**src/rtl/gcd_pkg.sv**
```systemverilog
// Shared definitions for the GCD job dispatcher: state encoding, default
// core constants and counter sizing helper.
package gcd_pkg;

  typedef enum logic [2:0] {
    IDLE   = 3'd0,
    RESET  = 3'd1,
    LOAD   = 3'd2,
    RUN    = 3'd3,
    SETTLE = 3'd4,
    DONE   = 3'd5
  } gcd_state_e;

  localparam int GCD_FIN_ADDR = 9;
  localparam int GCD_WIDTH    = 32;
  localparam int GCD_ADDR_W   = 4;

  // Bits needed to hold (largest cycle count - 1); one counter width serves all uses.
  function automatic int gcd_cnt_width(input int a, input int b, input int c);
    int m;
    m = a;
    if (b > m) m = b;
    if (c > m) m = c;
    return (m < 2) ? 1 : $clog2(m);
  endfunction

endpackage

```
**src/rtl/gcd_cycle_counter.sv**
```systemverilog
// Loadable down-counter with a zero flag; stops at zero.
module gcd_cycle_counter #(
  parameter int W = 16
) (
  input  logic         clk,
  input  logic         rst,
  input  logic         load_i,
  input  logic [W-1:0] load_val_i,
  input  logic         dec_i,
  output logic         zero_o
);

  logic [W-1:0] cnt_q, cnt_d;

  // Next count: load wins over decrement, saturates at zero.
  always_comb begin
    cnt_d = cnt_q;
    if (load_i) begin
      cnt_d = load_val_i;
    end else if (dec_i && (cnt_q != {W{1'b0}})) begin
      cnt_d = cnt_q - {{(W-1){1'b0}}, 1'b1};
    end else begin
      cnt_d = cnt_q;
    end
  end

  // Count register.
  always_ff @(posedge clk or negedge rst) begin
    if (!rst) begin
      cnt_q <= {W{1'b0}};
    end else begin
      cnt_q <= cnt_d;
    end
  end

  assign zero_o = (cnt_q == {W{1'b0}});

endmodule

```
**src/rtl/gcd_dispatch.sv**
```systemverilog
// Job sequencer around the GCD core: reset, load, run, settle, present result.
// Define GCD_DISPATCH_TIMEOUT_EN to add a RUN-phase watchdog that flags out_err.
module gcd_dispatch
  import gcd_pkg::*;
#(
  parameter int WIDTH          = GCD_WIDTH,
  parameter int ADDR_W         = GCD_ADDR_W,
  parameter int FIN_ADDR       = GCD_FIN_ADDR,
  parameter int RST_CYCLES     = 2,
  parameter int SETTLE_CYCLES  = 10,
  parameter int TIMEOUT_CYCLES = 4096
) (
  input  logic              clk,
  input  logic              rst,
  input  logic              in_valid,
  output logic              in_ready,
  input  logic [WIDTH-1:0]  in_a,
  input  logic [WIDTH-1:0]  in_b,
  output logic              out_valid,
  input  logic              out_ready,
  output logic [WIDTH-1:0]  out_g,
  output logic              out_err,
  output logic              core_rst,
  output logic              core_en,
  output logic              core_load,
  output logic [WIDTH-1:0]  core_a,
  output logic [WIDTH-1:0]  core_b,
  input  logic [ADDR_W-1:0] core_addr,
  input  logic [WIDTH-1:0]  core_res,
  output logic [15:0]       jobs_done
);

  localparam int CNT_W = gcd_cnt_width(RST_CYCLES, SETTLE_CYCLES, TIMEOUT_CYCLES);

  gcd_state_e        state_q;
  logic              core_rst_q, core_en_q, core_load_q;
  logic [WIDTH-1:0]  core_a_q, core_b_q, out_g_q;
  logic              out_valid_q, out_err_q;
  logic [15:0]       jobs_done_q;

  logic              cnt_load_s, cnt_dec_s, cnt_zero_s;
  logic [CNT_W-1:0]  cnt_val_s;
  logic              fin_s, timeout_s;

  assign fin_s    = (core_addr == ADDR_W'(FIN_ADDR));
  assign in_ready = (state_q == IDLE);

  // Shared phase counter: loaded on accept and on finish, counts down in RESET/SETTLE.
  always_comb begin
    cnt_load_s = 1'b0;
    cnt_dec_s  = 1'b0;
    cnt_val_s  = {CNT_W{1'b0}};
    case (state_q)
      IDLE: begin
        if (in_valid) begin
          cnt_load_s = 1'b1;
          cnt_val_s  = CNT_W'(RST_CYCLES - 1);
        end else begin
          cnt_load_s = 1'b0;
        end
      end
      RESET:  cnt_dec_s = 1'b1;
      RUN: begin
        if (fin_s) begin
          cnt_load_s = 1'b1;
          cnt_val_s  = CNT_W'(SETTLE_CYCLES - 1);
        end else begin
          cnt_load_s = 1'b0;
        end
      end
      SETTLE: cnt_dec_s = 1'b1;
      default: cnt_dec_s = 1'b0;
    endcase
  end

  gcd_cycle_counter #(.W(CNT_W)) u_phase_cnt (
    .clk        (clk),
    .rst        (rst),
    .load_i     (cnt_load_s),
    .load_val_i (cnt_val_s),
    .dec_i      (cnt_dec_s),
    .zero_o     (cnt_zero_s)
  );

`ifdef GCD_DISPATCH_TIMEOUT_EN
  logic wdog_zero_s;

  gcd_cycle_counter #(.W(CNT_W)) u_wdog_cnt (
    .clk        (clk),
    .rst        (rst),
    .load_i     (state_q == LOAD),
    .load_val_i (CNT_W'(TIMEOUT_CYCLES - 1)),
    .dec_i      (state_q == RUN),
    .zero_o     (wdog_zero_s)
  );

  assign timeout_s = wdog_zero_s;
`else
  assign timeout_s = 1'b0;
`endif

  // Sequencer FSM with registered core controls and result stream.
  always_ff @(posedge clk or negedge rst) begin
    if (!rst) begin
      state_q     <= IDLE;
      core_rst_q  <= 1'b1;
      core_en_q   <= 1'b0;
      core_load_q <= 1'b0;
      core_a_q    <= {WIDTH{1'b0}};
      core_b_q    <= {WIDTH{1'b0}};
      out_valid_q <= 1'b0;
      out_g_q     <= {WIDTH{1'b0}};
      out_err_q   <= 1'b0;
      jobs_done_q <= 16'd0;
    end else begin
      case (state_q)
        IDLE: begin
          core_rst_q  <= 1'b1;
          core_en_q   <= 1'b0;
          core_load_q <= 1'b0;
          if (in_valid) begin
            core_a_q <= in_a;
            core_b_q <= in_b;
            state_q  <= RESET;
          end
        end
        RESET: begin
          if (cnt_zero_s) begin
            core_rst_q  <= 1'b0;
            core_load_q <= 1'b1;
            state_q     <= LOAD;
          end
        end
        LOAD: begin
          core_load_q <= 1'b0;
          core_en_q   <= 1'b1;
          state_q     <= RUN;
        end
        RUN: begin
          if (fin_s) begin
            state_q <= SETTLE;
          end else if (timeout_s) begin
            out_g_q     <= core_res;
            out_err_q   <= 1'b1;
            out_valid_q <= 1'b1;
            core_en_q   <= 1'b0;
            state_q     <= DONE;
          end
        end
        SETTLE: begin
          if (cnt_zero_s) begin
            out_g_q     <= core_res;
            out_err_q   <= 1'b0;
            out_valid_q <= 1'b1;
            core_en_q   <= 1'b0;
            state_q     <= DONE;
          end
        end
        DONE: begin
          if (out_ready) begin
            out_valid_q <= 1'b0;
            jobs_done_q <= jobs_done_q + 16'd1;
            core_rst_q  <= 1'b1;
            state_q     <= IDLE;
          end
        end
        default: begin
          state_q    <= IDLE;
          core_rst_q <= 1'b1;
          core_en_q  <= 1'b0;
        end
      endcase
    end
  end

  assign core_rst  = core_rst_q;
  assign core_en   = core_en_q;
  assign core_load = core_load_q;
  assign core_a    = core_a_q;
  assign core_b    = core_b_q;
  assign out_valid = out_valid_q;
  assign out_g     = out_g_q;
  assign out_err   = out_err_q;
  assign jobs_done = jobs_done_q;

endmodule

```
**config.mk**
```make
export PLATFORM = sky130hd
export DESIGN_NAME = gcd_dispatch
export DESIGN_NICKNAME = d
export VERILOG_FILES = /design/src/rtl/gcd_pkg.sv /design/src/rtl/gcd_cycle_counter.sv /design/src/rtl/gcd_dispatch.sv
export SDC_FILE = /design/constraint.sdc
export NUM_CORES = 1
export LEC_CHECK = 0
export BUFFER_PORTS_ARGS = -buffer_cell sky130_fd_sc_hd__buf_2
export CAP_MARGIN = 20
export CORE_MARGIN = 1.5
export CORE_UTILIZATION = 44
export CTS_CLUSTER_DIAMETER = 100
export DETAILED_ROUTE_END_ITERATION = 8
export PLACE_DENSITY = 0.84
export SYNTH_ARGS = -nofsm -noshare
export SYNTH_HDL_FRONTEND = slang
export SYNTH_HIERARCHICAL = 1
export SYNTH_SLANG_ARGS = --single-unit
```
**constraint.sdc**
```tcl
create_clock -name clk -period 2.15 [get_ports clk]
set_input_delay 0.645 -clock clk [delete_from_list [all_inputs] [get_ports clk]]
set_output_delay 0.645 -clock clk [all_outputs]
set_load 0.01 [all_outputs]
```
==> results of run 1 <==
[per-layer routing]
layer	up-vias	routed length [um]	share of wire (%)	GRT usage, %
met5	-	0	0	0
met4	0	329	2.5	9.71
met3	28	859	6.6	5.56
met2	171	6610	51	35.2
met1	2038	5240	40	22.5
li1	1936	-	-	-
[stage by stage]
step / instance area [um^2] / util, % / hold WS, ps
2_1_floorplan: 5540 / - / 349
3_3_place_gp: 6930 / 57.2 / 459
3_5_place_dp: 6930 / 57.2 / 461
4_1_cts: 7560 / 62.4 / 155
5_1_grt: 7590 / 62.7 / 178
6_report: 7590 / 62.7 / 155
[critical path: cells and delay by family (launching register included)]
| family | cells | cell delay [ps] |
|---|---|---|
| fa+ha+maj | 1 | 170 |
| flops | 1 | 430 |
| mux | 1 | 330 |
| buf+inv | 3 | 390 |
| simple gates | 3 | 610 |
[cells in the final DEF, fill, tap and decap left out, types with 5 or more instances in the layout]
cell / instances
buf_2: 219
dfrtp_1: 130
mux2_2: 67
nand2_1: 32
mux2_1: 28
nor2_1: 22
clkbuf_16: 18
buf_4: 16
xnor2_1: 12
a21oi_1: 11
conb_1: 11
nand4_1: 8
inv_1: 7
xor2_1: 6
nor3_1: 5
[synthesized netlist by cell type (2+ instances only)]
library cell,number
a21oi_1,11
a2bb2oi_1,2
and2_1,2
and3_1,3
and4_1,2
buf_2,3
buf_4,7
buf_6,3
clkbuf_1,3
dfrtp_1,130
ha_1,3
inv_1,8
mux2_1,29
mux2_2,67
mux2i_1,2
nand2_1,32
nand3_1,3
nand4_1,8
nor2_1,22
nor2b_1,2
nor3_1,6
nor4_2,2
o211ai_1,2
o21ai_0,4
o21ai_1,3
o22ai_1,2
or2_2,3
or3b_1,2
or4_1,2
xnor2_1,12
xor2_1,6
[logic make-up after synthesis]
kind of cell / Yosys count / share of synthesized area [%]
adders and majority gates: 3 / 0.684
xor gates and xnor gates: 18 / 2.87
muxes: 98 / 20.1
DFF: 131 / 59.7
and+or+nand+nor: 96 / 9.50
buffers and inverters: 24 / 2.60
AOI/OAI and AO/OA: 35 / 4.49
other: 1 / 0.0683
[where the power goes]
group	switching, mW	leakage [nW]	total [mW]	internal (mW)
sequential	0.383	1.70	3.39	3.01
combinational	0.825	2.00	1.70	0.872
clock	1.05	0.299	3.02	1.97
total	2.26	4.00	8.11	5.85
[final timing paths]
path	from	end	slack, ps
max in group asynchronous	rst	core_rst	1360
hold reg to reg	jobs_done[15]	jobs_done[15]	470
setup / recovery	u_phase_cnt/cnt_q[0]	out_g[7]	90
hold / removal	rst	core_a[26]	160
setup reg to reg	u_phase_cnt/cnt_q[0]	out_g[7]	90
min in group clk	core_res[22]	out_g[22]	450
[what timing repair did]
item / 4_1_cts / 5_1_grt
buffers inserted: 0 / 0
endpoints found under the setup margin: 0 / 16
gates resized for setup: 0 / 3
[final cells by class]
class | instances | area, um^2 | area share, %
clock inverter | 12 | 180 | 2.37
timing repair buffer | 240 | 1320 | 17.4
tap | 168 | 210 | 2.77
sequential | 131 | 3280 | 43.2
clock buffer | 19 | 443 | 5.83
multi-input combinational | 261 | 2130 | 28.0
inverter | 8 | 30.0 | 0.396
[state kept, by name, summed over array words and instances (netlist names)]
signal and flops:
core_a 32, core_b 32, out_g 32, jobs_done 16, u_phase_cnt/cnt_q 12, state_q 3, core_en 1, core_load 1
core_rst 1, out_valid 1
==> impl_metrics.ini, run 1 <==
[final_layout]
area_delta_synth_final_pct = 38.3
n_antenna_cell = 0
drive_above_1_share_pct = 52.8
fill_cells = 952
nNetsFinal = 766
stdcell_count = 839

[detailed_routing]
antenna_left = 0
drt_iter0_drc = 220
viasPerCell = 4.97
wl_per_cell_um = 15.5
drc = 0
dr.pass1.iters = 5
postRouteWirelength_mm = 13.0
vias = 4173

[synth]
ys_seq_area_share_pct = 59.7
synth_area_leaders = dfrtp_1, mux2_2, mux2_1
synthCells = 406
synth-async-reset-ratio_pct = 100
synth_top_area_cell = dfrtp_1
netlist_area_um2 = 5490
ys.flop_type = dfrtp_1
synth_cell_types = 51
synth_top_area_share_pct = 59.3
ys_warn_count = 6
synth_seq_cells = 131
synth_edf_count = 0
avgSynthCellArea_um2 = 13.5

[placed_design]
pre_cts_ws_ps = 97.8
io_buffers = 220
hpwl_mm = 9.47
dp.cells = 807
gp_congestion = 0.871

[worst_setup_path]
crit_type = register to register
max_stage_delay_ps = 430
crit_path_end_kind = register
path_cells = inv_2 -> ha_1 -> nor3b_2 -> and4_1 -> inv_1 -> nor2_4 -> clkbuf_16 -> mux2_1
cp_max_fo = 16
critPathLaunchType = register
cp.required_ps = 2440
cpMaxStageDelayCell = dfrtp_1
r2r_cells = 8
crit_arrival_ps = 2350

[sta]
skew_ps = 9.37
worstMarginPinSlew_ps = 609
fmax_mhz = 486
post-route-min-period_ps = 2060
hold_viol = 0
setup_slack_ps = 90.6
finalSetupViolations = 0
finalSetupTns_ps = 0
slew_headroom_pct = 59.0
slew_violations = 0
post-route-period-util_pct = 95.8

[cts]
clk_pin_slew_ps = 60
htreeDepth = 4
numCtsBuffers = 17
root_buffer = clkbuf_16
clock_sinks = 131
worst_skew_pair.late_latency_ps = 410
cts_buffer_depth = 2
cts_tree = yes
ctsHoldBuffers = 0

[power]
total_power_mw = 8.11
powerDensity_nw_per_um2 = 1070
p_leak_nw = 4.00
vdd_drop_max_uv = 727

[floorplan]
num_rows = 40
initial_core_util_pct = 45.3
coreArea_um2 = 12100
die_h_um = 115
die-area_um2 = 13200
io_pins = 222
dieWidth_um = 115

[global_routing]
overflow = 0
grt_pass1_vias = 4284
grtUsageTotal_pct = 20.0
grt_pass1_wl_mm = 20.3
antenna_found_initial = 0
grt_max_degree = 65

[status]
status = finished, final reports clean

[worst_hold_path]
hp-class = input port to async pin

[run]
cap_violations = 0
(Power assumes the default switching activity.)
==> run 2, diff against run 1 <==
--- a/config.mk
+++ b/config.mk
@@ -8,10 +8,11 @@
 export BUFFER_PORTS_ARGS = -buffer_cell sky130_fd_sc_hd__buf_2
 export CAP_MARGIN = 20
 export CORE_MARGIN = 1.5
-export CORE_UTILIZATION = 44
+export CORE_UTILIZATION = 54
+export CTS_BUF_LIST = sky130_fd_sc_hd__clkbuf_2 sky130_fd_sc_hd__clkbuf_4 sky130_fd_sc_hd__clkbuf_8
 export CTS_CLUSTER_DIAMETER = 100
 export DETAILED_ROUTE_END_ITERATION = 8
-export PLACE_DENSITY = 0.84
+export PLACE_DENSITY = 0.95
 export SYNTH_ARGS = -nofsm -noshare
 export SYNTH_HDL_FRONTEND = slang
 export SYNTH_HIERARCHICAL = 1
==> constraint.sdc (replaced) <==
create_clock -name clk -period 2.5 [get_ports clk]
set_input_delay 0.75 -clock clk [delete_from_list [all_inputs] [get_ports clk]]
set_output_delay 0.75 -clock clk [all_outputs]
set_load 0.01 [all_outputs]
==> run 2 against run 1 <==
Flip-flop and latch count is the same. Die area shrank 18%. Critical path depth did not move. Sequential power down 14%. Design area decreased by 4.5%. Via count is 1.8% higher. Fmax shrank 8.3%. Global-route usage increased by 6.7 points. Clock skew up 2.0 ps. Core utilization grew 11 points. Hold slack better by 16 ps. Register-to-register slack improved by 160 ps. Critical path type unchanged. Largest cell class unchanged.
==> impl_metrics.ini, run 2 (synthesis gave the netlist of run 1 again) <==
[status]
status = finished, final reports clean

[placed_design]
io_buffers = 220
placed_area_um2 = 6800
pre_cts_ws_ps = 187
dp.cells = 762
gp_congestion = 0.857
hpwl_mm = 10.2

[detailed_routing]
antenna_left = 0
dr.pass1.iters = 4
postRouteWirelength_mm = 13.7
drc = 0
vias = 4247
drt_iter0_drc = 237
viasPerCell = 5.35
wl_per_cell_um = 17.3

[worst_setup_path]
r2r_cells = 8
critPathLaunchType = register
crit_type = register to register
r2r_start = u_phase_cnt/cnt_q[0]
cp.required_ps = 2810
r2r-end = out_g[31]
r2r_setup_slack_ps = 250
cp_max_fo = 33
crit_arrival_ps = 2550
crit_path_end_kind = register

[sta]
fmax_mhz = 445
finalSetupTns_ps = 0
worstMarginPinSlew_ps = 528
setup_slack_ps = 255
slew_violations = 0
hold_viol = 0
hold_slack_ps = 171
skew_ps = 11.4
finalSetupViolations = 0
slew_headroom_pct = 64.7
post-route-period-util_pct = 89.8
post-route-min-period_ps = 2250
rsz0062_at_grt = no

[final_layout]
fill_cells = 667
nNetsFinal = 755
final_common_cell = buf_2
utilization_pct = 73.8
drive_above_1_share_pct = 51.4
finalInstanceArea_um2 = 7250
area_delta_synth_final_pct = 32.0
n_antenna_cell = 0
stdcell_count = 794
layout_common_cells = buf_2, dfrtp_1, mux2_2

[cts]
numCtsBuffers = 17
cts_buffer_depth = 2
root_buffer = clkbuf_8
cts_resized = 0
worst_skew_pair.late_latency_ps = 430
cts_setup_buffers = 0
htreeDepth = 4
clk_pin_slew_ps = 70
ctsHoldBuffers = 0
cts_tree = yes
clock_sinks = 131

[power]
total_power_mw = 6.33
power_switching_mw = 1.82
vdd_drop_max_uv = 624
swShare_pct = 28.7
clkPwrFrac_pct = 31.0
powerDensity_nw_per_um2 = 873
power_frac_seq_pct = 46.1
combPwrFrac_pct = 23.0
power.internal_mw = 4.51
p_leak_nw = 3.87

[floorplan]
num_rows = 36
initial_core_util_pct = 55.9
io_pins = 222
die_h_um = 104
die-area_um2 = 10800
dieWidth_um = 104
coreArea_um2 = 9820

[global_routing]
antenna_found_initial = 0
grt_max_degree = 65
grt_pass1_wl_mm = 22.5
grt_pass1_vias = 4585
overflow = 0
grtUsageTotal_pct = 26.7

[worst_hold_path]
hp-class = input port to async pin

[run]
cap_violations = 0
## run 2: changes by cell type in the layout (fill, tap and decap cells not counted), moves of 3 or more
cell	previous run	this run
buf_4	16	6
clkbuf_16	18	0
clkbuf_4	0	4
clkbuf_8	1	19
clkinv_4	3	0
## run 2: power by group through the flow
| stage | registers (mW) | clock network (mW) | logic, mW |
|---|---|---|---|
| after floorplan | 3.09 | 0 | 0.577 |
| after global placement | 2.90 | 0 | 1.39 |
| after detailed placement | 2.95 | 0 | 1.46 |
| after CTS | 2.91 | 1.99 | 1.47 |
| after global routing | 2.97 | 2.08 | 1.57 |
| final | 2.92 | 1.96 | 1.45 |
## run 2: worst max-delay path: stages, from the launching register on
cell and delay, ps:
dfrtp_1 430, inv_1 110, ha_1 170, nor3b_1 290, and4_1 300, inv_1 100, nor2_4 130, buf_12 210
mux2_2 370
## run 2: worst max path at each step
stage | from | to | slack, ps | depth (start not counted)
after floorplan | u_phase_cnt/cnt_q[0] | out_g[10] | 230 | 8
after global placement | core_addr[1] | u_phase_cnt/cnt_q[11] | 320 | 9
after detailed placement | core_addr[1] | u_phase_cnt/cnt_q[11] | 190 | 9
after CTS | u_phase_cnt/cnt_q[0] | out_g[2] | 270 | 8
after global routing | u_phase_cnt/cnt_q[0] | out_g[11] | 120 | 8
final | u_phase_cnt/cnt_q[0] | out_g[31] | 250 | 8
## run 2: layout make-up
type,count,area [um^2],area share [%]
Sequential cell,131,3280,45.3
Inverter,8,30.0,0.414
Multi-Input combinational cell,261,2110,29.1
Tap cell,133,166,2.30
Clock buffer,23,292,4.02
Timing Repair Buffer,229,1220,16.9
Clock inverter,9,151,2.09
## run 2: routing by layer
layer  vias to the layer above  global-route usage (%)  share of wire (%)
li1                       1915                       -                  -
met1                      2092                    28.6                 36
met2                       203                    48.7                 55
met3                        37                    7.93                6.2
met4                         0                    11.6                2.7
met5                         -                       0                  0
